## config.mk

```make
export PLATFORM = sky130hd
export DESIGN_NAME = pipe_hazard_ctrl
export DESIGN_NICKNAME = d
export VERILOG_FILES = /design/src/rtl/pipe_hazard_ctrl_pkg.sv /design/src/rtl/pipe_hazard_ctrl_mdu_seq.sv /design/src/rtl/pipe_hazard_ctrl.sv
export SDC_FILE = /design/constraint.sdc
export NUM_CORES = 1
export LEC_CHECK = 0
export ABC_CLOCK_PERIOD_IN_PS = 2970
export BUFFER_PORTS_ARGS = -buffer_cell sky130_fd_sc_hd__buf_4
export CORE_ASPECT_RATIO = 0.75
export CORE_MARGIN = 2
export CORE_UTILIZATION = 42
export DETAILED_ROUTE_END_ITERATION = 6
export PLACE_DENSITY = 0.85
export REMOVE_ABC_BUFFERS = 1
export SYNTH_ARGS = -nofsm -noshare
export SYNTH_HDL_FRONTEND = slang
export SYNTH_SLANG_ARGS = --single-unit
```

## constraint.sdc

```tcl
create_clock -name clk -period 2.97 [get_ports clk]
set_input_delay 0.297 -clock clk [delete_from_list [all_inputs] [get_ports clk]]
set_output_delay 0.297 -clock clk [all_outputs]
set_load 0.02 [all_outputs]
```

## src/rtl/pipe_hazard_ctrl_pkg.sv

```systemverilog
// ---------------------------------------------------------------------------
// pipe_hazard_ctrl_pkg
// Shared definitions for the pipeline hazard controller:
//   - forwarding select encodings for the E-stage ALU operand muxes
//   - multiply/divide sequencer state encodings
//   - default multiply/divide latencies
//   - reg_match helper: address compare where $0 never matches
// ---------------------------------------------------------------------------
package pipe_hazard_ctrl_pkg;

    localparam logic [1:0] FWD_RF = 2'b00;
    localparam logic [1:0] FWD_W  = 2'b01;
    localparam logic [1:0] FWD_M  = 2'b10;

    localparam int DEF_MULT_CYCLES = 5;
    localparam int DEF_DIV_CYCLES  = 32;

    typedef enum logic [1:0] {
        MDU_IDLE = 2'b00,
        MDU_BUSY = 2'b01,
        MDU_DONE = 2'b10
    } mdu_state_t;

    // $0 is hard-wired to zero, so it is never a real dependence.
    function automatic logic reg_match(input logic [4:0] a, input logic [4:0] b);
        return (a == b) && (a != 5'd0);
    endfunction

endpackage

```

## src/rtl/pipe_hazard_ctrl_mdu_seq.sv

```systemverilog
// ---------------------------------------------------------------------------
// mdu_seq
// Multiply/divide busy sequencer. An issue in E loads a down-counter with
// (latency - 1); the FSM stays BUSY until the counter reaches 1, then spends
// one cycle in DONE (md_done pulse) before returning to IDLE. An issue seen
// in DONE restarts directly.
// Ports:
//   clk, rst      clock, synchronous active-high reset
//   md_start      E holds mult/multu/div/divu
//   md_is_div     1 = divide latency, 0 = multiply latency
//   md_busy       high in BUSY only
//   md_done       one-cycle pulse when HI/LO become valid
// Also holds mdu_seq_chk, which flags an issue arriving while BUSY.
// ---------------------------------------------------------------------------
module mdu_seq
    import pipe_hazard_ctrl_pkg::*;
#(
    parameter int MULT_CYCLES = DEF_MULT_CYCLES,
    parameter int DIV_CYCLES  = DEF_DIV_CYCLES,
    parameter int CNT_W       = 6
) (
    input  logic clk,
    input  logic rst,
    input  logic md_start,
    input  logic md_is_div,
    output logic md_busy,
    output logic md_done
);

    mdu_state_t       state_r;
    mdu_state_t       state_s;
    logic [CNT_W-1:0] cnt_r;
    logic [CNT_W-1:0] cnt_s;
    logic [CNT_W-1:0] load_s;

    assign load_s = md_is_div ? CNT_W'(DIV_CYCLES - 1) : CNT_W'(MULT_CYCLES - 1);

    // State and counter registers.
    always_ff @(posedge clk) begin
        if (rst) begin
            state_r <= MDU_IDLE;
            cnt_r   <= {CNT_W{1'b0}};
        end else begin
            state_r <= state_s;
            cnt_r   <= cnt_s;
        end
    end

    // Next-state and counter update.
    always_comb begin
        state_s = state_r;
        cnt_s   = cnt_r;
        case (state_r)
            MDU_IDLE, MDU_DONE: begin
                if (md_start) begin
                    state_s = MDU_BUSY;
                    cnt_s   = load_s;
                end else begin
                    state_s = MDU_IDLE;
                end
            end
            MDU_BUSY: begin
                // An issue here is impossible (D is stalled) and is ignored.
                cnt_s = cnt_r - CNT_W'(1);
                if (cnt_r <= CNT_W'(2)) begin
                    state_s = MDU_DONE;
                end else begin
                    state_s = MDU_BUSY;
                end
            end
            default: begin
                state_s = MDU_IDLE;
                cnt_s   = {CNT_W{1'b0}};
            end
        endcase
    end

    // Status is forced low while reset is held, even before the first edge.
    assign md_busy = (state_r == MDU_BUSY) && !rst;
    assign md_done = (state_r == MDU_DONE) && !rst;

    mdu_seq_chk u_chk (
        .clk      (clk),
        .rst      (rst),
        .md_busy  (md_busy),
        .md_start (md_start)
    );

endmodule

// Flags a multiply/divide issue arriving while the unit is still busy.
module mdu_seq_chk (
    input logic clk,
    input logic rst,
    input logic md_busy,
    input logic md_start
);

    a_no_start_while_busy : assert property (
        @(posedge clk) disable iff (rst) !(md_busy && md_start)
    );

endmodule

```

## src/rtl/pipe_hazard_ctrl.sv

```systemverilog
// ---------------------------------------------------------------------------
// pipe_hazard_ctrl
// Hazard controller for the five-stage MIPS pipeline: stall/flush of the
// F/D/E pipeline registers, E-stage ALU forwarding, D-stage branch
// comparator forwarding, and HI/LO interlock via the mdu_seq sequencer.
// Configuration macro: PIPE_FORWARD_EN. Defined -> forwarding muxes active,
// load-use and branch stalls. Undefined -> no forwarding; any RAW dependence
// of D on a pending write in E or M stalls until the producer is in W.
// Ports:
//   clk, rst                      clock, synchronous active-high reset
//   rs_D, rt_D / rs_E, rt_E       source registers in D / E
//   reg_src3_E/M/W, reg_we_E/M/W  destination register and write enable
//   mem_to_reg_E/M                load in E / M
//   branch_D, branch_taken_D      branch reading rs/rt in D; resolved taken
//   md_start_E, md_is_div_E       mult/div issue in E; divide select
//   hilo_use_D                    HI/LO consumer in D
//   stall_F, stall_D, flush_D, flush_E   pipeline register control
//   fwd_a_E, fwd_b_E              ALU operand select (RF / W / M)
//   fwd_a_D, fwd_b_D              branch comparator operand from M
//   md_busy, md_done              multiply/divide status
// ---------------------------------------------------------------------------
module pipe_hazard_ctrl
    import pipe_hazard_ctrl_pkg::*;
#(
    parameter int MULT_CYCLES = DEF_MULT_CYCLES,
    parameter int DIV_CYCLES  = DEF_DIV_CYCLES,
    parameter int CNT_W       = 6
) (
    input  logic       clk,
    input  logic       rst,
    input  logic [4:0] rs_D,
    input  logic [4:0] rt_D,
    input  logic [4:0] rs_E,
    input  logic [4:0] rt_E,
    input  logic [4:0] reg_src3_E,
    input  logic [4:0] reg_src3_M,
    input  logic [4:0] reg_src3_W,
    input  logic       reg_we_E,
    input  logic       reg_we_M,
    input  logic       reg_we_W,
    input  logic       mem_to_reg_E,
    input  logic       mem_to_reg_M,
    input  logic       branch_D,
    input  logic       branch_taken_D,
    input  logic       md_start_E,
    input  logic       md_is_div_E,
    input  logic       hilo_use_D,
    output logic       stall_F,
    output logic       stall_D,
    output logic       flush_D,
    output logic       flush_E,
    output logic [1:0] fwd_a_E,
    output logic [1:0] fwd_b_E,
    output logic       fwd_a_D,
    output logic       fwd_b_D,
    output logic       md_busy,
    output logic       md_done
);

    logic       dep_e_s;
    logic       dep_m_s;
    logic       raw_stall_s;
    logic       md_stall_s;
    logic       stall_s;
    logic [1:0] fwd_a_e_s;
    logic [1:0] fwd_b_e_s;
    logic       fwd_a_d_s;
    logic       fwd_b_d_s;

`ifndef PIPE_FORWARD_EN
    logic unused_fwd_s;
    assign unused_fwd_s = ^{rs_E, rt_E, reg_src3_W, reg_we_W,
                            mem_to_reg_E, mem_to_reg_M, branch_D};
`endif

    mdu_seq #(
        .MULT_CYCLES (MULT_CYCLES),
        .DIV_CYCLES  (DIV_CYCLES),
        .CNT_W       (CNT_W)
    ) u_mdu_seq (
        .clk       (clk),
        .rst       (rst),
        .md_start  (md_start_E),
        .md_is_div (md_is_div_E),
        .md_busy   (md_busy),
        .md_done   (md_done)
    );

    // Dependence detection, forwarding selects and raw stall decision.
    always_comb begin
        dep_e_s     = reg_match(reg_src3_E, rs_D) || reg_match(reg_src3_E, rt_D);
        dep_m_s     = reg_match(reg_src3_M, rs_D) || reg_match(reg_src3_M, rt_D);
        fwd_a_e_s   = FWD_RF;
        fwd_b_e_s   = FWD_RF;
        fwd_a_d_s   = 1'b0;
        fwd_b_d_s   = 1'b0;
        raw_stall_s = 1'b0;
`ifdef PIPE_FORWARD_EN
        // M is the younger producer, so it wins over W.
        if (reg_we_M && reg_match(reg_src3_M, rs_E)) begin
            fwd_a_e_s = FWD_M;
        end else if (reg_we_W && reg_match(reg_src3_W, rs_E)) begin
            fwd_a_e_s = FWD_W;
        end else begin
            fwd_a_e_s = FWD_RF;
        end
        if (reg_we_M && reg_match(reg_src3_M, rt_E)) begin
            fwd_b_e_s = FWD_M;
        end else if (reg_we_W && reg_match(reg_src3_W, rt_E)) begin
            fwd_b_e_s = FWD_W;
        end else begin
            fwd_b_e_s = FWD_RF;
        end
        // W is covered by register-file write-before-read.
        fwd_a_d_s   = reg_we_M && reg_match(reg_src3_M, rs_D);
        fwd_b_d_s   = reg_we_M && reg_match(reg_src3_M, rt_D);
        // Load data is not available until W; the branch comparator only
        // sees M results, so an E producer or an M load must wait.
        raw_stall_s = (mem_to_reg_E && dep_e_s) ||
                      (branch_D && ((reg_we_E && dep_e_s) || (mem_to_reg_M && dep_m_s)));
`else
        raw_stall_s = (reg_we_E && dep_e_s) || (reg_we_M && dep_m_s);
`endif
        md_stall_s  = hilo_use_D && (md_busy || md_start_E);
        stall_s     = raw_stall_s || md_stall_s;
    end

    // Output drive; reset forces bubbles into D and E and clears selects.
    always_comb begin
        if (rst) begin
            stall_F = 1'b0;
            stall_D = 1'b0;
            flush_D = 1'b1;
            flush_E = 1'b1;
            fwd_a_E = FWD_RF;
            fwd_b_E = FWD_RF;
            fwd_a_D = 1'b0;
            fwd_b_D = 1'b0;
        end else begin
            stall_F = stall_s;
            stall_D = stall_s;
            // A stalled branch keeps its slot and re-resolves next cycle.
            flush_D = branch_taken_D && !stall_s;
            flush_E = stall_s;
            fwd_a_E = fwd_a_e_s;
            fwd_b_E = fwd_b_e_s;
            fwd_a_D = fwd_a_d_s;
            fwd_b_D = fwd_b_d_s;
        end
    end

endmodule

```

Word-level counts from Yosys, hierarchy flattened --
Cells that the tools add are included.
Storage, ports and cells: input port bits 47, output and inout port bits 12, word-level logic and storage cells 41, bits in registers 8
Operators by class: add/subtract/negate cells 1, muxes and demuxes 9, reductions and logical operators 21, order comparisons 1, eq/ne operators 7
Operators by type and width (number):
- $eq A5 B5 Y1 | 4
- $pmux W6 S2 | 1
- $logic_and A1 B1 Y1 | 10
- $reduce_bool A5 Y1 | 2
- $le A6 B2 Y1 const B | 1
- $mux W6 | 1
- $sub A6 B1 Y6 const B | 1
- $logic_or A1 B1 Y1 | 5
- $mux W5 | 1
- $mux W1 | 4
- $pmux W2 S2 | 1
- $eq A2 B1 Y1 const B | 1
- $eq A2 B2 Y1 const B | 1
- $logic_not A1 Y1 | 2
- $logic_not A2 Y1 | 1
- $mux W2 | 1
- $ne A2 B2 Y1 const B | 1
- $reduce_or A2 Y1 | 1

Longest topological paths before layout --
word-level depth 9, gate-level depth with buffers 6, mapped depth without buffers 6

Cells and area by module --
From an unflattened synthesis, not the netlist that was laid out.
Second synthesis, totals: cell total of the unflattened synthesis 104, area total of the unflattened synthesis 802.0 um^2
Modules (own cells, without submodules):
- mdu_seq | cells an instance 56, sequential area each 160.2 um^2, area each 444.2 um^2, instances 1
- pipe_hazard_ctrl | cells an instance 48, sequential area each 0.0 um^2, area each 357.8 um^2, instances 1

Worst setup path after synthesis --
No wires, ideal clock.
kind input port to output port, start in reg_src3_E[0], end out stall_F, buffers on the path 1, path slack 1112 ps, stages 6, data arrival time 1561 ps, data required time 2673 ps, cells stage by stage xor2_1 > nor3_1 > a22oi_1 > o221ai_1 > nor2b_1 > buf_4
Between the ends: word-level cells in the longest chain between the ends 7, elaborated cells between the ends (all ways) 10, those cells by class eq/ne (2); mux (1); reduce/logical (7)
Ends and longest elaborated chain:
- start, declared | RTL line pipe_hazard_ctrl.sv:35 | input logic [4:0] reg_src3_E,
- $eq A5 B5 Y1 / $reduce_bool A5 Y1 (equally long branches) | RTL line pipe_hazard_ctrl_pkg.sv:26 | return (a == b) && (a != 5'd0);
- $logic_and A1 B1 Y1 | RTL line pipe_hazard_ctrl_pkg.sv:26
- $logic_or A1 B1 Y1 * | RTL line pipe_hazard_ctrl.sv:91 | dep_e_s = reg_match(reg_src3_E, rs_D) || reg_match(reg_src3_E, rt_D);
- $logic_and A1 B1 Y1 * | RTL line pipe_hazard_ctrl.sv:122 | raw_stall_s = (reg_we_E && dep_e_s) || (reg_we_M && dep_m_s);
- $logic_or A1 B1 Y1 * | RTL line pipe_hazard_ctrl.sv:122
- $logic_or A1 B1 Y1 * | RTL line pipe_hazard_ctrl.sv:125 | stall_s = raw_stall_s || md_stall_s;
- $mux W1 *
- end, declared | RTL line pipe_hazard_ctrl.sv:48 | output logic stall_F,
Mark *: on every way between the ends. The rest lies on a longest branch, timed or not.

Final worst setup path --
start reg u_mdu_seq.state_r[0], end out stall_F
Between the ends: word-level cells in the longest chain between the ends 6
Ends and longest elaborated chain:
- start, declared | RTL line pipe_hazard_ctrl_mdu_seq.sv:30 | mdu_state_t state_r;
- start signal, assigned | RTL line pipe_hazard_ctrl_mdu_seq.sv:44 | state_r <= state_s;
- $eq A2 B1 Y1 | RTL line pipe_hazard_ctrl_mdu_seq.sv:79 | assign md_busy = (state_r == MDU_BUSY) && !rst;
- $logic_and A1 B1 Y1 | RTL line pipe_hazard_ctrl_mdu_seq.sv:79
- $logic_or A1 B1 Y1 | RTL line pipe_hazard_ctrl.sv:124 | md_stall_s = hilo_use_D && (md_busy || md_start_E);
- $logic_and A1 B1 Y1 | RTL line pipe_hazard_ctrl.sv:124
- $logic_or A1 B1 Y1 | RTL line pipe_hazard_ctrl.sv:125
- $mux W1 | RTL line pipe_hazard_ctrl.sv:130 | if (rst) begin
Every way passes these cells.

==> metrics.yaml <==
status:
  run_status: "complete, no violations"
placed_design:
  io_buffers: 33
  dpl.hpwl_mm: 1.70
  gp_congestion: 0.862
  dpl_worst_slack_ns: 1.00
yosys:
  synth-seq-cells: 8
  synth_mux_area_frac: 0
  yosysSeqAreaShare: 0.205
  synth-simple-area-share: 0.258
  synth_edf_count: 0
  synth_fa_ha_area_frac: 0.0320
  synth_top_family_by_area: "simple AND/OR/NAND/NOR gates"
  yosys_warnings: 0
  synth_area_um2: 782
  ys_types: 29
  ys_async_sr_fraction: 0
  syn_area_per_cell_um2: 7.45
  synth-compound-area-share: 0.176
  synth-xor-area-share: 0.224
  synth_ff_type: "dfxtp_1"
  syn_inst: 105
pwr:
  ir_worst_vdd_v: 0.000248
  powerDensity_nw_per_um2: 369
  leakage_nw: 0.485
floorplan:
  row_count: 13
  die_y_um: 41.4
  start_util: 0.449
  chipWidth_um: 53.8
  die-area_um2: 2230
  io_pins: 59
  coreArea_um2: 1740
routing:
  vias: 820
  drtAntennaViolNets: 0
  drt_iter0_markers: 19
  routed_wl_mm: 2.01
  drt_first_pass_iters: 4
  routed_via_density: 5.13
  routedWlPerCell_um: 12.6
  drcViolationCount: 0
critical_path:
  r2r_slack_ns: 1.48
  critPathMaxStageDelay_ns: 0.46
  path_max_fanout: 9
  crit_family: "simple AND/OR/NAND/NOR gates"
  start_kind: "flop"
  crit_required_ns: 2.67
  path_buf_inv: 1
  crit_path_frequent_cell: "nor2b_1"
  worstSetupEndpointType: "output port"
  slowest_stage: "nor2b_1"
  cp.arrival_ns: 1.75
  path_class: "reg -> out"
  crit_chain: "nor2b_1 -> o21ai_1 -> o221ai_1 -> nor2b_1 -> buf_4"
timing:
  drv_slew: 0
  fmax_mhz: 488
  final.setup.tns_ns: 0
  period_minus_slack_ns: 2.05
  setup_violations: 0
  rsz0062_at_grt: "no"
  period_share: 0.690
  clock_skew_ns: 0.00797
  fin_ws_ns: 0.921
  hold_violations: 0
cells_and_area:
  diodes: 0
  nets: 189
  drive_above_1_share: 0.290
  syn_to_final_growth_pct: 33.3
global_route:
  gr-total-overflow: 0
  grt_usage: 0.207
  antenna_found_initial: 0
  grt_max_degree: 14
  grt_pass1_wl_mm: 3.19
  grt_pass1_vias: 736
cts:
  cts_setup_buffers: 0
  clockRootBuffer: "clkbuf_4"
  clock_latency_ns: 0.26
  htreeDepth: 1
  path_clk_slew_ns: 0.06
  cts_resized: 0
  cts_hold_buf: 0
  clk_path_buf_depth: 2
  cts_tree: "built"
  cts_sinks: 8
  numCtsBuffers: 3
run:
  drv_cap: 0
hold_path:
  hp-class: "in -> reg"
[cell families after synthesis]
family          count (synthesis)
fa+ha+maj                       2
simple gates                   38
flops                           8
other cells                     1
compound gates                 22
xor+xnor                       20
buf+inv                        14
[power by group]
part / internal [W] / leakage, nW / total [W] / switching [W]
combinational: 0.0000788 / 0.405 / 0.000167 / 0.0000885
sequential: 0.000119 / 0.0661 / 0.000133 / 0.0000139
clock: 0.0000463 / 0.0138 / 0.0000845 / 0.0000381
total: 0.000244 / 0.485 / 0.000385 / 0.000141
[flip-flops by register name (all words and copies together) (netlist names)]
| signal | cells |
|---|---|
| u_mdu_seq.state_r | 2 |
| u_mdu_seq.cnt_r | 6 |
[through the flow]
step	instance area [um2]	util	power, W	cells	hold slack, ns
3_3_place_gp	1020	0.586	0.000294	157	0.490
2_1_floorplan	744	-	0.000232	102	0.365
4_1_cts	1040	0.599	0.000386	160	0.304
5_1_grt	1040	0.599	0.000410	160	0.316
6_report	1040	0.599	0.000385	160	0.307
3_5_place_dp	1020	0.586	0.000300	157	0.501
[placed cells by master (no fill, tap or decap), drive strengths merged]
| cell | netlist | routed |
|---|---|---|
| buf | 7 | 33 |
| xor2 | 20 | 20 |
| nor2 | 13 | 13 |
| nor3 | 8 | 8 |
| dfxtp | 8 | 8 |
| a21oi | 7 | 7 |
| o21ai | 7 | 7 |
| inv | 6 | 6 |
| conb | 1 | 6 |
| nand2 | 4 | 4 |
| nor2b | 3 | 3 |
| clkbuf | 1 | 3 |
| a22oi | 2 | 2 |
| or4 | 2 | 2 |
| or2 | 2 | 2 |
| or3 | 2 | 2 |
| ha | 2 | 2 |
| or2b | 1 | 1 |
| nor3b | 1 | 1 |
| o221ai | 1 | 1 |
| o21bai | 1 | 1 |
| a21o | 1 | 1 |
| a211oi | 1 | 1 |
| nor4 | 1 | 1 |
| a31oi | 1 | 1 |
| a311oi | 1 | 1 |
| nand3 | 1 | 1 |
[Yosys cell counts (all sizes together), types with 2 or more instances]
cell,count,area [um2]
dfxtp,8,160
or4,2,15.0
or2,2,12.5
xor2,20,175
o21ai,7,35.0
a21oi,7,35.0
a22oi,2,15.0
inv,6,22.5
nor2b,3,18.8
nor2,13,51.3
nor3,8,40.0
or3,2,22.5
ha,2,25.0
nand2,4,15.0
buf,7,52.6
[final timing paths]
check                  startpoint                  to  depth (start not counted)
max reg2reg    u_mdu_seq.cnt_r[1]  u_mdu_seq.cnt_r[5]                          5
min reg2reg    u_mdu_seq.cnt_r[2]  u_mdu_seq.cnt_r[2]                          2
max          u_mdu_seq.state_r[0]             stall_F                          5
min                           rst  u_mdu_seq.cnt_r[5]                          2
[cell type report]
class / instances / area (um2)
Clock buffer: 3 / 22.5
Fill cell: 158 / 698
Inverter: 6 / 22.5
Multi-Input combinational cell: 88 / 562
Sequential cell: 8 / 160
Tap cell: 22 / 27.5
Timing Repair Buffer: 33 / 248
[metal layers]
layer / GRT usage / vias to the layer above / wire (um)
met5: 0 / - / 0
met4: 0.0128 / 0 / 0
met3: 0.0714 / 0 / 164
met2: 0.384 / 35 / 972
met1: 0.245 / 374 / 871
li1: - / 411 / -
(Power assumes the default switching activity.)
